[src/rtl/imm_gen_pkg.sv]
// Shared types for the pipelined immediate generator: opcodes, format codes, per-lane storage entry.
// The target field exists only when IMM_GEN_PC_REL_EN is defined.
package imm_gen_pkg;

  localparam int MAX_XLEN = 64;

  localparam logic [6:0] OPC_LOAD   = 7'b0000011;
  localparam logic [6:0] OPC_OP_IMM = 7'b0010011;
  localparam logic [6:0] OPC_AUIPC  = 7'b0010111;
  localparam logic [6:0] OPC_STORE  = 7'b0100011;
  localparam logic [6:0] OPC_LUI    = 7'b0110111;
  localparam logic [6:0] OPC_BRANCH = 7'b1100011;
  localparam logic [6:0] OPC_JALR   = 7'b1100111;
  localparam logic [6:0] OPC_JAL    = 7'b1101111;

  typedef enum logic [2:0] {
    FMT_NONE = 3'd0,
    FMT_I    = 3'd1,
    FMT_S    = 3'd2,
    FMT_B    = 3'd3,
    FMT_U    = 3'd4,
    FMT_J    = 3'd5
  } imm_fmt_t;

  typedef enum logic [1:0] {
    ST_EMPTY = 2'd0,
    ST_ONE   = 2'd1,
    ST_TWO   = 2'd2
  } skid_state_t;

  // One lane of a stored bundle; imm is kept at full width and sliced to XLEN at the output.
  typedef struct packed {
    logic                valid;
    logic [MAX_XLEN-1:0] imm;
    imm_fmt_t            fmt;
`ifdef IMM_GEN_PC_REL_EN
    logic [MAX_XLEN-1:0] target;
`endif
  } lane_entry_t;

  function automatic logic [MAX_XLEN-1:0] sext32(input logic [31:0] v);
    return {{(MAX_XLEN-32){v[31]}}, v};
  endfunction

  function automatic logic fmt_is_pc_rel(input imm_fmt_t f, input logic is_auipc);
    return (f == FMT_B) || (f == FMT_J) || is_auipc;
  endfunction

endpackage

[src/rtl/imm_lane_decode.sv]
// Combinational single-lane immediate decoder: 32-bit instruction in, sign-extended imm,
// format code and AUIPC flag out.
module imm_lane_decode
  import imm_gen_pkg::*;
(
  input  logic [31:0]         instr,
  output logic [MAX_XLEN-1:0] imm,
  output imm_fmt_t            fmt,
  output logic                is_auipc
);

  logic [31:0] imm32;

  always_comb begin
    imm32    = '0;
    fmt      = FMT_NONE;
    is_auipc = 1'b0;
    case (instr[6:0])
      OPC_OP_IMM, OPC_LOAD, OPC_JALR: begin
        // shift-immediates keep funct7 in the upper bits
        fmt   = FMT_I;
        imm32 = {{20{instr[31]}}, instr[31:20]};
      end
      OPC_STORE: begin
        fmt   = FMT_S;
        imm32 = {{20{instr[31]}}, instr[31:25], instr[11:7]};
      end
      OPC_BRANCH: begin
        fmt   = FMT_B;
        imm32 = {{19{instr[31]}}, instr[31], instr[7], instr[30:25], instr[11:8], 1'b0};
      end
      OPC_LUI: begin
        fmt   = FMT_U;
        imm32 = {instr[31:12], 12'b0};
      end
      OPC_AUIPC: begin
        fmt      = FMT_U;
        is_auipc = 1'b1;
        imm32    = {instr[31:12], 12'b0};
      end
      OPC_JAL: begin
        fmt   = FMT_J;
        imm32 = {{11{instr[31]}}, instr[31], instr[19:12], instr[20], instr[30:21], 1'b0};
      end
      default: begin
        fmt   = FMT_NONE;
        imm32 = '0;
      end
    endcase
    imm = sext32(imm32);
  end

endmodule

[src/rtl/imm_gen_pipe.sv]
// Pipelined multi-lane immediate generator with a two-entry skid buffer on the output handshake.
// Define IMM_GEN_PC_REL_EN to add in_pc / out_target and the per-lane PC-relative adders.
module imm_gen_pipe
  import imm_gen_pkg::*;
#(
  parameter int LANES = 2,
  parameter int XLEN  = 64
) (
  input  logic                  clk,
  input  logic                  rst,
  input  logic                  flush,
  input  logic                  in_valid,
  output logic                  in_ready,
  input  logic [LANES-1:0]      in_lane_valid,
  input  logic [LANES*32-1:0]   in_instr,
`ifdef IMM_GEN_PC_REL_EN
  input  logic [XLEN-1:0]       in_pc,
  output logic [LANES*XLEN-1:0] out_target,
`endif
  output logic                  out_valid,
  input  logic                  out_ready,
  output logic [LANES-1:0]      out_lane_valid,
  output logic [LANES*XLEN-1:0] out_imm,
  output logic [LANES*3-1:0]    out_fmt
);

  skid_state_t state_reg, state_next;
  logic        in_ready_reg;
  logic        out_valid_reg;
  logic        acc, drn;
  logic        load_main, load_skid, pop_skid;

  assign in_ready  = in_ready_reg;
  assign out_valid = out_valid_reg;
  assign acc       = in_valid && in_ready_reg;
  assign drn       = out_valid_reg && out_ready;

  always_comb begin
    state_next = state_reg;
    load_main  = 1'b0;
    load_skid  = 1'b0;
    pop_skid   = 1'b0;
    case (state_reg)
      ST_EMPTY: begin
        if (acc) begin
          state_next = ST_ONE;
          load_main  = 1'b1;
        end
      end
      ST_ONE: begin
        if (acc && !drn) begin
          state_next = ST_TWO;
          load_skid  = 1'b1;
        end else if (acc && drn) begin
          load_main = 1'b1;
        end else if (drn) begin
          state_next = ST_EMPTY;
        end
      end
      ST_TWO: begin
        // in_ready is low here, so only a drain can happen
        if (drn) begin
          state_next = ST_ONE;
          pop_skid   = 1'b1;
        end
      end
      default: state_next = ST_EMPTY;
    endcase
    if (flush) begin
      state_next = ST_EMPTY;
      load_main  = 1'b0;
      load_skid  = 1'b0;
      pop_skid   = 1'b0;
    end
  end

  always_ff @(posedge clk) begin
    if (rst) begin
      state_reg     <= ST_EMPTY;
      in_ready_reg  <= 1'b1;
      out_valid_reg <= 1'b0;
    end else begin
      state_reg     <= state_next;
      in_ready_reg  <= (state_next != ST_TWO);
      out_valid_reg <= (state_next != ST_EMPTY);
    end
  end

  for (genvar gi = 0; gi < LANES; gi++) begin : g_lane
    logic [MAX_XLEN-1:0] dec_imm;
    imm_fmt_t            dec_fmt;
    logic                dec_auipc;
    lane_entry_t         lane_new;
    lane_entry_t         main_reg;
    lane_entry_t         skid_reg;

    imm_lane_decode u_dec (
      .instr    (in_instr[32*gi +: 32]),
      .imm      (dec_imm),
      .fmt      (dec_fmt),
      .is_auipc (dec_auipc)
    );

    always_comb begin
      lane_new       = '0;
      lane_new.valid = in_lane_valid[gi];
      if (in_lane_valid[gi]) begin
        lane_new.imm = dec_imm;
        lane_new.fmt = dec_fmt;
`ifdef IMM_GEN_PC_REL_EN
        // lane PC is lane 0's PC plus 4 per lane, all wrapping at XLEN
        if (fmt_is_pc_rel(dec_fmt, dec_auipc)) begin
          lane_new.target[XLEN-1:0] = in_pc + XLEN'(4 * gi) + dec_imm[XLEN-1:0];
        end
`endif
      end
    end

    always_ff @(posedge clk) begin
      if (rst) begin
        main_reg <= '0;
        skid_reg <= '0;
      end else begin
        if (load_main) begin
          main_reg <= lane_new;
        end else if (pop_skid) begin
          main_reg <= skid_reg;
        end
        if (load_skid) begin
          skid_reg <= lane_new;
        end
      end
    end

    assign out_lane_valid[gi]         = main_reg.valid;
    assign out_imm[gi*XLEN +: XLEN]   = main_reg.imm[XLEN-1:0];
    assign out_fmt[gi*3 +: 3]         = main_reg.fmt;
`ifdef IMM_GEN_PC_REL_EN
    assign out_target[gi*XLEN +: XLEN] = main_reg.target[XLEN-1:0];
`endif
  end

endmodule

[config.mk]
export PLATFORM = sky130hd
export DESIGN_NAME = imm_gen_pipe
export DESIGN_NICKNAME = d
export VERILOG_FILES = /design/src/rtl/imm_gen_pkg.sv /design/src/rtl/imm_lane_decode.sv /design/src/rtl/imm_gen_pipe.sv
export SDC_FILE = /design/constraint.sdc
export NUM_CORES = 1
export LEC_CHECK = 0
export BUFFER_PORTS_ARGS = -buffer_cell sky130_fd_sc_hd__buf_2
export CORE_MARGIN = 2
export CORE_UTILIZATION = 45
export DETAILED_ROUTE_END_ITERATION = 8
export GPL_ROUTABILITY_DRIVEN = 1
export PLACE_DENSITY = 0.8
export SETUP_SLACK_MARGIN = 0.15
export SYNTH_ARGS = -nofsm -noshare
export SYNTH_HDL_FRONTEND = slang
export SYNTH_SLANG_ARGS = --single-unit
[constraint.sdc]
create_clock -name clk -period 2.1 [get_ports clk]
set_input_delay 0.21 -clock clk [delete_from_list [all_inputs] [get_ports clk]]
set_output_delay 0.21 -clock clk [all_outputs]
set_load 0.01 [all_outputs]
Word-level counts from Yosys, hierarchy flattened
Index checks and enable logic that the tools add are counted.

operators by class
  eq/ne operators = 19
  reduce and logical (&&, ||, !) cells = 12
  multiplexer cells = 28

operators by type and width
  cell                  number
  $pmux W32 S5          2
  $mux W68              4
  $mux W67              2
  $eq A7 B7 Y1 const B  6
  $pmux W3 S5           2
  $eq A7 B5 Y1 const B  4
  $eq A7 B6 Y1 const B  4
  $eq A7 B2 Y1 const B  2
  $mux W2               6
  $mux W1               10
  $pmux W2 S3           1
  $reduce_or A3 Y1      2
  $logic_and A1 B1 Y1   4
  $reduce_bool A2 Y1    2
  $reduce_or A2 Y1      2
  $eq A2 B1 Y1 const B  1
  $eq A2 B2 Y1 const B  1
  $logic_not A2 Y1      1
  $ne A2 B2 Y1 const B  1
  $pmux W1 S2           1
  $logic_not A1 Y1      1

storage, ports and cells
  bits of input ports = 71
  register bits after elaboration = 276
  logic and storage cells = 74

Logic depth before layout (Yosys ltp)
Gate-level depths: netlist (run 1).

  depth after elaboration = 7
  depth in mapped cells = 8
  depth with buffers taken out = 5

Modules after synthesis
From an unflattened synthesis (run 1), not the netlist that was laid out.

unflattened totals
  cell total of the unflattened synthesis = 1594
  area total of the unflattened synthesis = 13395.3 sq um

by module, submodules not included
  module           sequential area each (sq um)  cells each  area each (sq um)  instances
  imm_gen_pipe     5525.3                        1388        11954.0            1
  imm_lane_decode  0.0                           103         720.7              2

Worst setup path before layout (run 1)
No wires, ideal clock.

  kind = input -> register
  start = input port in_instr[6]
  end = register g_lane[0].skid_reg[4] (netlist name)
  buffers on the path = 3
  path slack = 0.285 ns
  library setup time = 0.058 ns
  stages on the path = 8
  data required time = 2.042 ns
  arrival = 1.757 ns
  path through = buf_6 mux2_2 o311a_1 buf_6 or3_1 buf_2 o21ai_1 and2b_1

between the ends
  cells in the longest elaborated chain, start to end = 4

ends and longest elaborated chain
  what                                                  RTL line               text
  start: declaration                                    imm_gen_pipe.sv:15     input logic [LANES*32-1:0] in_instr,
  $eq A7 B5 Y1 (tied with other cells)                  imm_lane_decode.sv:18  case (instr[6:0])
  $reduce_or A3 Y1 or $reduce_or A2 Y1 (tied branches)  -
  $pmux W32 S5 *                                        imm_lane_decode.sv:18
  $mux W67 *                                            imm_gen_pipe.sv:107    if (in_lane_valid[gi]) begin
  end signal: assignment                                imm_gen_pipe.sv:130    skid_reg <= lane_new;
  end: declaration                                      imm_gen_pipe.sv:95     lane_entry_t skid_reg;

Every way passes the cells marked *; elsewhere a longest branch is shown, timed or not.
A chain may end at the register's enable or synchronous reset.

Worst setup path in the final report (run 1)
  start = register state_reg[1]
  end = register g_lane[1].main_reg, in the netlist out_imm[82]

between the ends
  cells in the longest elaborated chain, start to end = 4

ends and longest elaborated chain
  what                                            RTL line             text
  start: declaration                              imm_gen_pipe.sv:27   skid_state_t state_reg, state_next;
  start signal: assignment                        imm_gen_pipe.sv:83   state_reg <= state_next;
  $eq A2 B1 Y1 (tied with other cells)            imm_gen_pipe.sv:43   case (state_reg)
  $pmux W1 S2 or $mux W1 (tied branches)          imm_gen_pipe.sv:43
  $mux W1                                         imm_gen_pipe.sv:69   if (flush) begin
  $mux W68 or $reduce_bool A2 Y1 (tied branches)  -
  end signal: assignment                          imm_gen_pipe.sv:125  main_reg <= lane_new;
  end signal: assignment                          imm_gen_pipe.sv:127  main_reg <= skid_reg;
  end: declaration                                imm_gen_pipe.sv:94   lane_entry_t main_reg;

Several ways; a longest one is shown, not always the timed one.

==> results of run 1 <==
-- kinds of logic (layout without fill, tap and decap cells) --
group | count (synthesis) | in the layout | share of synthesized area
DFF | 148 | 148 | 0.426
muxes | 59 | 59 | 0.0898
buffers and inverters | 125 | 283 | 0.105
and+or+nand+nor | 231 | 231 | 0.150
AOI/OAI and AO/OA | 244 | 244 | 0.229
-- synthesized netlist by cell type (3+ instances only) --
cell type	n	area, µm²
sky130_fd_sc_hd__nand2_1	130	488
sky130_fd_sc_hd__buf_4	64	480
sky130_fd_sc_hd__and2_0	3	18.8
sky130_fd_sc_hd__nand3_1	17	85.1
sky130_fd_sc_hd__a311oi_1	11	96.3
sky130_fd_sc_hd__or3_1	3	18.8
sky130_fd_sc_hd__clkbuf_1	41	154
sky130_fd_sc_hd__a2bb2oi_1	8	70.1
sky130_fd_sc_hd__a22o_1	3	26.3
sky130_fd_sc_hd__a21oi_1	74	370
sky130_fd_sc_hd__o31a_1	8	70.1
sky130_fd_sc_hd__mux2i_1	31	310
sky130_fd_sc_hd__nand4b_1	4	35.0
sky130_fd_sc_hd__nand3b_1	8	60.1
sky130_fd_sc_hd__mux2_2	28	315
sky130_fd_sc_hd__inv_1	6	22.5
sky130_fd_sc_hd__a21o_1	8	60.1
sky130_fd_sc_hd__a31oi_1	17	106
sky130_fd_sc_hd__a22oi_1	20	150
sky130_fd_sc_hd__nor2_1	40	150
sky130_fd_sc_hd__dfxtp_1	148	2960
sky130_fd_sc_hd__o21ai_0	40	200
sky130_fd_sc_hd__o22ai_1	27	169
sky130_fd_sc_hd__nor3_1	5	25.0
sky130_fd_sc_hd__nand2b_1	3	18.8
sky130_fd_sc_hd__buf_1	4	15.0
sky130_fd_sc_hd__buf_2	8	40.0
sky130_fd_sc_hd__a32oi_1	4	35.0
-- layout make-up --
class / count / area [µm²] / area share
Multi-Input combinational cell: 534 / 3300 / 0.393
Sequential cell: 148 / 2960 / 0.353
Timing Repair Buffer: 247 / 1360 / 0.162
Clock buffer: 19 / 453 / 0.0540
Tap cell: 188 / 235 / 0.0280
Clock inverter: 11 / 63.8 / 0.00760
Inverter: 6 / 22.5 / 0.00268
-- stage by stage --
stage               total power (µW)  worst slack (ps)  hold slack, ps  instances
global route                    6230               150            58.7       1153
detailed placement              3400               103             441       1123
global placement                3400               119             428       1123
floorplan                       3210               285             289        807
CTS                             6070               163            47.9       1153
finish                          6060               290            57.6       1153
-- metal layers --
layer | track usage | up-vias
met5 | 0 | -
met4 | 0.0976 | 0
met3 | 0.0620 | 33
met2 | 0.366 | 272
met1 | 0.301 | 3066
li1 | - | 3133
-- worst max path at each step --
| stage | end | slack [ps] | cells after the start |
|---|---|---|---|
| after global routing | out_imm[82] | 150 | 5 |
| after global placement | g_lane[0].skid_reg[4] | 120 | 6 |
| final | out_imm[82] | 290 | 5 |
| after CTS | g_lane[0].skid_reg[27] | 160 | 5 |
| after detailed placement | g_lane[0].skid_reg[15] | 100 | 6 |
| after floorplan | g_lane[0].skid_reg[4] | 290 | 8 |
-- timing repair --
action / CTS / global route
endpoints found under the setup margin: 0 / 54
setup buffers: 0 / 0
hold buffers: 0 / 0
gates resized for setup: 0 / 8
-- power breakdown --
part	internal [µW]	switching, µW	total [µW]
Clock	1540	1170	2710
Combinational	193	316	509
Sequential	2830	13.6	2840
-- worst reg2reg max path, delay by kind of cell (launching register included) --
| kind | cells | cell delay [ps] |
|---|---|---|
| flip-flops | 1 | 350 |
| AO/OA/AOI/OAI | 2 | 520 |
| AND/OR/NAND/NOR | 3 | 870 |
-- cell usage in the layout, fill, tap and decap left out, types with 3 or more instances in the layout --
cell,netlist,layout
sky130_fd_sc_hd__a21o_1,8,8
sky130_fd_sc_hd__a21oi_1,74,74
sky130_fd_sc_hd__a22o_1,3,3
sky130_fd_sc_hd__a22oi_1,20,20
sky130_fd_sc_hd__a2bb2oi_1,8,8
sky130_fd_sc_hd__a311oi_1,11,11
sky130_fd_sc_hd__a31oi_1,17,17
sky130_fd_sc_hd__a32oi_1,4,4
sky130_fd_sc_hd__and2_1,2,3
sky130_fd_sc_hd__buf_2,8,208
sky130_fd_sc_hd__buf_4,64,37
sky130_fd_sc_hd__clkbuf_16,0,17
sky130_fd_sc_hd__clkinv_2,0,8
sky130_fd_sc_hd__dfxtp_1,148,148
sky130_fd_sc_hd__inv_1,6,6
sky130_fd_sc_hd__mux2_2,28,28
sky130_fd_sc_hd__mux2i_1,31,31
sky130_fd_sc_hd__nand2_1,130,128
sky130_fd_sc_hd__nand2b_1,3,3
sky130_fd_sc_hd__nand3_1,17,16
sky130_fd_sc_hd__nand3b_1,8,8
sky130_fd_sc_hd__nand4b_1,4,4
sky130_fd_sc_hd__nor2_1,40,38
sky130_fd_sc_hd__nor3_1,5,5
sky130_fd_sc_hd__o21ai_0,40,40
sky130_fd_sc_hd__o22ai_1,27,27
sky130_fd_sc_hd__o31a_1,8,8
==> impl_metrics.yaml, run 1 <==
outcome:
  outcome: "finished, final reports clean"
setup_path:
  ordered_cell_list_for_the_critical_path: "and4bb_2 -> nand3_1 -> a31o_2 -> or2_1 -> o22ai_1"
  critPathKind: "register to register"
  startpoint: "state_reg[1]"
  startpoint_type: "register"
  cp-end-kind: "register"
  cpPeakStageDelay_ps: 360
  r2r_cells: 5
  r2r-end: "out_imm[82]"
  slowest_stage: "sky130_fd_sc_hd__and4bb_2"
  rr_startpoint: "state_reg[1]"
  worst-endpoint-required_ps: 2460
  critPathMaxFanout: 9
  cp_data_arrival_time_ps: 2170
  critPathBufInv: 0
  setup.reg_to_reg.worst_slack_ps: 290
  critPathTopFamily: "simple AND/OR/NAND/NOR gates"
yosys:
  avgSynthCellArea_um2: 8.63
  synthesis.instances: 807
  number_of_flops_mapped_to_enable_cells_by_yosys: 0
  post_synth_cell_types: 61
  ys_seq_area_frac: 0.426
  synth-seq-cells: 148
  cell_area_after_technology_mapping_um2: 6960
  synth.net_count: 878
  async_flop_share: 0
  yosys_warnings: 0
  synth_flop_cell: "sky130_fd_sc_hd__dfxtp_1"
routing:
  wl_met2_um: 8880
  route.detailed.vias_per_inst: 5.64
  ant_nets: 0
  dr.max_layer_used: "met4"
  remaining_drc_errors: 0
  num_vias: 6504
  drt_pass1_iterations: 5
  m1WireLength_um: 8580
  avgRoutedWirePerCell_um: 16.6
  routed-wl-met3_um: 1360
  finalWirelength_um: 19200
  drt_iter0_markers: 600
floorplanning:
  die-area_um2: 16500
  die_h_um: 128
  die-width_um: 128
  starting_density_of_the_core: 0.460
  design.portCount: 209
  core_area_um2: 15100
  row_count: 45
cts:
  tritoncts: "built"
  cts.sinks: 148
  clockRootBuffer: "sky130_fd_sc_hd__clkbuf_16"
  tritoncts.num_buffers: 17
  cts_max_level: 4
  clkSlewWorstSetupHoldPaths_ps: 60
  worst_skew_pair.late_latency_ps: 430
  ctsLongestPathBuffers: 2
hold_path:
  timing.hold.worst_path_depth: 3
  hold-path-endpoint: "out_imm[7]"
  hp-start: "in_instr[27]"
  worst_hold_path_type: "primary input to register"
timing:
  final_period_minus_worst_setup_slack_ps: 1810
  hold_viol: 0
  grt_setup_unrepaired: "false"
  tightestPinTransition_ps: 582
  achievable-frequency_mhz: 552
  post-route-period-util: 0.862
  timing_max_transition_violations_final: 0
  worst_slew_margin_rel: 0.611
  setup_violations: 0
  finalSetupTns_ps: 0
  timing.clock.skew_ps: 11.4
grt:
  grt_antenna_before_repair: 0
  global_route.overflow_total: 0
  wire_length_of_the_first_global_routing_pass_um: 30400
  first_global_vias: 6028
  grtUsageTotal: 0.232
  grt_start_max_net_pins: 36
cells_and_area:
  n_antenna_cell: 0
  max_reg_flops: 72
  final_design_area_no_fill_um2: 8390
  area_growth_pct: 20.6
  final_core_utilization: 0.554
  final_layout_size_suffix_gt1_frac: 0.336
  fillerInstances: 1348
  final_net_count: 1025
place:
  dp.final_hpwl_um: 13600
  gpl.final_weighted_congestion: 0.855
  port_buffers: 208
  placed_cell_area_um2: 7850
run:
  maxCapViolations: 0
pwr:
  powerDensity_nw_per_um2: 722
  irDropWorstVdd_v: 0.000546
  leakage_power_figure_uw: 0.00350
Note: power is estimated with default switching activity, not from simulation.
==> run 2: changes to the inputs <==
--- a/config.mk
+++ b/config.mk
@@ -10,8 +10,9 @@
 export CORE_UTILIZATION = 45
 export DETAILED_ROUTE_END_ITERATION = 8
 export GPL_ROUTABILITY_DRIVEN = 1
-export PLACE_DENSITY = 0.8
+export PLACE_DENSITY = 0.75
 export SETUP_SLACK_MARGIN = 0.15
 export SYNTH_ARGS = -nofsm -noshare
 export SYNTH_HDL_FRONTEND = slang
+export SYNTH_HIERARCHICAL = 1
 export SYNTH_SLANG_ARGS = --single-unit
==> run 2 against run 1 <==
Utilization down 3.0 points. Worst setup slack worse by 88 ps. Via count up 81%. Sequential cell count up 128. Maximum frequency down 4.7%. Synthesized area up 92%. Count of clock-buffer cells in the layout up 23. Synthesized cell count up 97%. Clock skew down 2.1 ps. Combinational power rose to 2.8 times the previous value. Die area up 89%. Wire length up 91%. Largest power group unchanged.
==> impl_metrics.yaml, run 2 <==
timing:
  hold_viol: 0
  worst_slew_margin_rel: 0.476
  final_period_minus_worst_setup_slack_ps: 1900
  setup_violations: 0
  grt_setup_unrepaired: "true"
  final.setup.worst_slack_ps: 202
  timing_max_transition_violations_final: 0
  finalSetupTns_ps: 0
  post-route-period-util: 0.904
  fin_hold_ws_ps: 82.4
  achievable-frequency_mhz: 527
  tightestPinTransition_ps: 786
  timing.clock.skew_ps: 9.36
grt:
  grt_start_max_net_pins: 91
  grt_antenna_before_repair: 1
  first_global_vias: 11095
  wire_length_of_the_first_global_routing_pass_um: 56700
  grtUsageTotal: 0.220
  global_route.overflow_total: 0
hold_path:
  hp-start: "flush"
  timing.hold.worst_path_depth: 2
  worst_hold_path_type: "primary input to register"
  hold-path-endpoint: "state_reg[1]"
cells_and_area:
  multi_input_area_um2: 6830
  seq_area_um2: 5530
  most-common-layout-cells: "sky130_fd_sc_hd__nand2_1, sky130_fd_sc_hd__dfxtp_1, sky130_fd_sc_hd__buf_2"
  max_reg_flops: 136
  most_common_cell_after_layout_fill_and_taps_aside: "sky130_fd_sc_hd__nand2_1"
  area_growth_pct: 15.5
  final_layout_size_suffix_gt1_frac: 0.199
  n_antenna_cell: 0
  final_net_count: 1744
  fillerInstances: 2716
  final_design_area_no_fill_um2: 15500
  final_instance_count_excl_fillers: 2082
pwr:
  share_comb_of_total_power: 0.119
  netSwitchingFraction: 0.256
  power.switching_uw: 3030
  irDropWorstVdd_v: 0.000562
  clock_power_share: 0.412
  power_frac_seq: 0.469
  power.internal_uw: 8790
  leakage_power_figure_uw: 0.00682
  powerDensity_nw_per_um2: 765
place:
  placement.setup.worst_slack_ps: 59.4
  placed_cell_area_um2: 14300
  dp.final_hpwl_um: 21500
  port_buffers: 208
  instance_count_after_placement_with_tap_cells_included: 2019
  gpl.final_weighted_congestion: 0.888
floorplanning:
  die-area_um2: 31100
  design.portCount: 209
  die-width_um: 176
  die_h_um: 176
  core_area_um2: 29500
  starting_density_of_the_core: 0.454
  row_count: 63
setup_path:
  r2r_cells: 5
  rr_startpoint: "state_reg[1]"
  startpoint_type: "register"
  ordered_cell_list_for_the_critical_path: "nand3b_4 -> or3_4 -> clkbuf_16 -> mux2i_1 -> a221oi_1"
  cp-end-kind: "register"
  startpoint: "state_reg[1]"
  critPathTopFamily: "simple AND/OR/NAND/NOR gates"
  cp_data_arrival_time_ps: 2340
  r2r-end: "out_imm[32]"
  worst-endpoint-required_ps: 2540
  critPathMaxFanout: 13
  slowest_stage: "sky130_fd_sc_hd__or3_4"
  critPathBufInv: 1
  cpPeakStageDelay_ps: 530
  critPathKind: "register to register"
  setup.reg_to_reg.worst_slack_ps: 200
routing:
  avgRoutedWirePerCell_um: 17.6
  remaining_drc_errors: 0
  ant_nets: 0
  drt_iter0_markers: 951
  drt_pass1_iterations: 5
  route.detailed.vias_per_inst: 5.65
  finalWirelength_um: 36700
  num_vias: 11762
cts:
  cts_max_level: 1
  holdBufCountCts: 0
  tritoncts.num_buffers: 29
  clkSlewWorstSetupHoldPaths_ps: 60
  worst_skew_pair.late_latency_ps: 530
  clockRootBuffer: "sky130_fd_sc_hd__clkbuf_16"
  ctsLongestPathBuffers: 3
  cts.sinks: 276
  tritoncts: "built"
yosys:
  avgSynthCellArea_um2: 8.41
  synth.net_count: 1663
  synthesis.instances: 1592
  yosys_warnings: 6
  cell_area_after_technology_mapping_um2: 13400
outcome:
  outcome: "finished, final reports clean"
run:
  maxCapViolations: 0
-- run 2: worst max path at each step --
stage | end | slack, ps | cells after the start
global placement | out_imm[53] | 140 | 9
global route | out_fmt[0] | 130 | 5
floorplan | out_imm[119] | 160 | 9
detailed placement | out_imm[44] | 60 | 9
CTS | out_imm[124] | 150 | 5
finish | out_imm[32] | 200 | 5
-- run 2: layout make-up --
cell class	instances	share of cell area
multi-input cells	1107	0.441
clock inverters	8	0.00477
inverters	3	0.000728
clock buffers	42	0.0527
repair buffers	256	0.111
well taps	390	0.0316
flip-flops and latches	276	0.358
-- run 2: per-stage QoR --
step / utilization / power, µW
after floorplan: - / 6490
after global routing: 0.524 / 12300
final: 0.524 / 11800
after detailed placement: 0.484 / 6970
after CTS: 0.518 / 11800
after global placement: 0.484 / 6940
-- run 2: metal layers --
| layer | routed length [µm] | vias to the layer above | global-route usage | share of wire |
|---|---|---|---|---|
| met4 | 718 | 2 | 0.0541 | 0.020 |
| met5 | 13 | - | 0 | 0.00035 |
| met2 | 16900 | 443 | 0.364 | 0.46 |
| met3 | 2650 | 53 | 0.0310 | 0.072 |
| met1 | 16400 | 5626 | 0.303 | 0.45 |
| li1 | - | 5638 | - | - |
-- run 2: power groups by stage --
stage                     Combinational [µW]  Sequential (µW)  Clock [µW]
after floorplan                          769             5720           0
after CTS                               1350             5550        4940
after global routing                    1520             5570        5170
final                                   1400             5550        4870
after global placement                  1280             5660           0
after detailed placement                1310             5660           0
-- run 2: what timing repair did --
item	in CTS	in global routing
resized for setup	3	17
endpoints found under the setup margin	110	81
endpoints found under the hold margin	0	0
setup buffers	6	0
gates cloned	1	6
pin swaps	2	1
==> run 3: changes to the inputs <==
--- a/config.mk
+++ b/config.mk
@@ -5,12 +5,12 @@
 export SDC_FILE = /design/constraint.sdc
 export NUM_CORES = 1
 export LEC_CHECK = 0
-export BUFFER_PORTS_ARGS = -buffer_cell sky130_fd_sc_hd__buf_2
 export CORE_MARGIN = 2
 export CORE_UTILIZATION = 45
 export DETAILED_ROUTE_END_ITERATION = 8
+export DONT_BUFFER_PORTS = 1
 export GPL_ROUTABILITY_DRIVEN = 1
-export PLACE_DENSITY = 0.75
+export PLACE_DENSITY = 0.69
 export SETUP_SLACK_MARGIN = 0.15
 export SYNTH_ARGS = -nofsm -noshare
 export SYNTH_HDL_FRONTEND = slang
==> run 3 against run 2 <==
The run now ends with negative hold slack left. Non-clock buffer count fell by 213. Maximum frequency shrank 1.5%. Cell count decreased by 10%. Clock skew hardly changed. Die area did not move. Largest power group unchanged. Highest routed layer is now met4.
==> impl_metrics.yaml, run 3 (synthesized netlist as in run 2, its figures left out) <==
setup_path:
  cpPeakStageDelay_ps: 370
  critPathBufInv: 3
  slowest_stage: "sky130_fd_sc_hd__a211o_4"
  cp_dominant_cell_by_count: "sky130_fd_sc_hd__buf_4"
  cp_data_arrival_time_ps: 2340
  r2r_cells: 7
  startpoint_type: "register"
  critPathKind: "register to register"
  ordered_cell_list_for_the_critical_path: "nand3b_4 -> buf_4 -> a211o_4 -> o31ai_4 -> buf_4 -> buf_16 -> a221oi_1"
  worst-endpoint-required_ps: 2520
  critPathMaxFanout: 58
  cp-end-kind: "register"
  critPathTopFamily: "buffers and inverters"
  startpoint: "state_reg[1]"
  cp.depth: 7
  rr_startpoint: "state_reg[1]"
place:
  gpl.final_weighted_congestion: 0.876
  instance_count_after_placement_with_tap_cells_included: 1807
  placed_cell_area_um2: 13200
  dp.final_hpwl_um: 19800
  port_buffers: 0
grt:
  global_route.overflow_total: 0
  first_global_vias: 10044
  grt_antenna_before_repair: 0
  grt_start_max_net_pins: 276
  grtUsageTotal: 0.211
  wire_length_of_the_first_global_routing_pass_um: 54200
cts:
  worst_skew_pair.late_latency_ps: 550
  clockRootBuffer: "sky130_fd_sc_hd__clkbuf_16"
  tritoncts: "built"
  clkSlewWorstSetupHoldPaths_ps: 60
  cts_max_level: 1
  ctsLongestPathBuffers: 3
  cts.sinks: 276
  tritoncts.num_buffers: 30
timing:
  timing_max_transition_violations_final: 0
  achievable-frequency_mhz: 519
  final_period_minus_worst_setup_slack_ps: 1930
  finalSetupTns_ps: 0
  grt_setup_unrepaired: "true"
  post-route-period-util: 0.918
  setup_violations: 0
  tightestPinTransition_ps: 688
  fin_hold_ws_ps: -241
  timing.clock.skew_ps: 9.64
  hold_viol: 272
  worst_slew_margin_rel: 0.542
pwr:
  powerDensity_nw_per_um2: 839
  irDropWorstVdd_v: 0.000521
  leakage_power_figure_uw: 0.00582
routing:
  finalWirelength_um: 34400
  route.detailed.vias_per_inst: 5.73
  avgRoutedWirePerCell_um: 18.4
  remaining_drc_errors: 0
  drt_pass1_iterations: 5
  ant_nets: 0
  drt_iter0_markers: 785
  num_vias: 10724
floorplanning:
  die-width_um: 176
  die_h_um: 176
  die-area_um2: 31100
  row_count: 63
  design.portCount: 209
  starting_density_of_the_core: 0.454
  core_area_um2: 29500
hold_path:
  hp-start: "rst"
  worst_hold_path_type: "primary input to register"
  timing.hold.worst_path_depth: 1
outcome:
  violated_checks: "negative hold slack"
  outcome: "complete, but fails checks"
cells_and_area:
  final_design_area_no_fill_um2: 14300
  final_core_utilization: 0.486
  most_common_cell_after_layout_fill_and_taps_aside: "sky130_fd_sc_hd__nand2_1"
  final_instance_count_excl_fillers: 1871
  max_reg_flops: 136
  most-common-layout-cells: "sky130_fd_sc_hd__nand2_1, sky130_fd_sc_hd__dfxtp_1, sky130_fd_sc_hd__and2_1, sky130_fd_sc_hd__a21oi_1, sky130_fd_sc_hd__nor2_1"
  n_antenna_cell: 0
  final_net_count: 1530
  final_layout_size_suffix_gt1_frac: 0.0743
  area_growth_pct: 7.04
run:
  maxCapViolations: 0
-- run 3: changes by cell type in the layout (fill, tap and decap cells not counted), sizes merged --
| cell | delta |
|---|---|
| or3 | -1 |
| clkinv | -2 |
| nand3b | -1 |
| buf | -213 |
| dlygate4sd3 | +4 |
| clkbuf | +2 |
| clkinvlp | -2 |
| bufinv | +2 |
-- run 3: routing by layer --
metal	track usage	wire length, µm
met5	0	0
met4	0.0548	736
met3	0.0730	3180
met2	0.333	15600
met1	0.275	14900
-- run 3: worst paths after layout --
path                            end  slack (ps)
max                     out_imm[25]         170
min          g_lane[1].skid_reg[34]        -240
max reg2reg             out_imm[25]         170
min reg2reg  g_lane[1].skid_reg[63]         450
-- run 3: area by class of cell --
type | count | area, µm²
well taps | 390 | 488
inverters | 3 | 11.3
multi-input cells | 1105 | 6730
flip-flops and latches | 276 | 5530
fillers | 2762 | 15200
clock buffers | 48 | 940
repair buffers | 43 | 527
clock inverters | 6 | 105
-- run 3: through the flow --
step / setup slack, ps / hold WS (ps) / total power, µW
after CTS: 193 / -275 / 12100
after detailed placement: 152 / 300 / 6590
after global placement: 216 / 293 / 6580
final: 173 / -241 / 12000
after global routing: 135 / -273 / 12500
after floorplan: 161 / 436 / 6490
-- run 3: report_power, final --
| part | total, µW | internal [µW] | switching (µW) |
|---|---|---|---|
| Clock | 5500 | 3400 | 2100 |
| Sequential | 5680 | 5430 | 252 |
| Combinational | 835 | 365 | 471 |
-- run 3: timing repair --
| item | CTS | global route |
|---|---|---|
| buffers inserted | 2 | 3 |
| gates resized for setup | 0 | 3 |
| pin swaps | 1 | 2 |
| hold buffers | 4 | 1 |
| endpoints found under the setup margin | 3 | 59 |
| cloned | 0 | 0 |
| hold endpoints to repair | 276 | 272 |
-- run 3: worst reg2reg max path, delay by kind of cell, from the launching register on --
family	cells	cell delay [ps]
buf+inv	3	620
simple gates	1	170
compound gates	3	650
flops	1	360
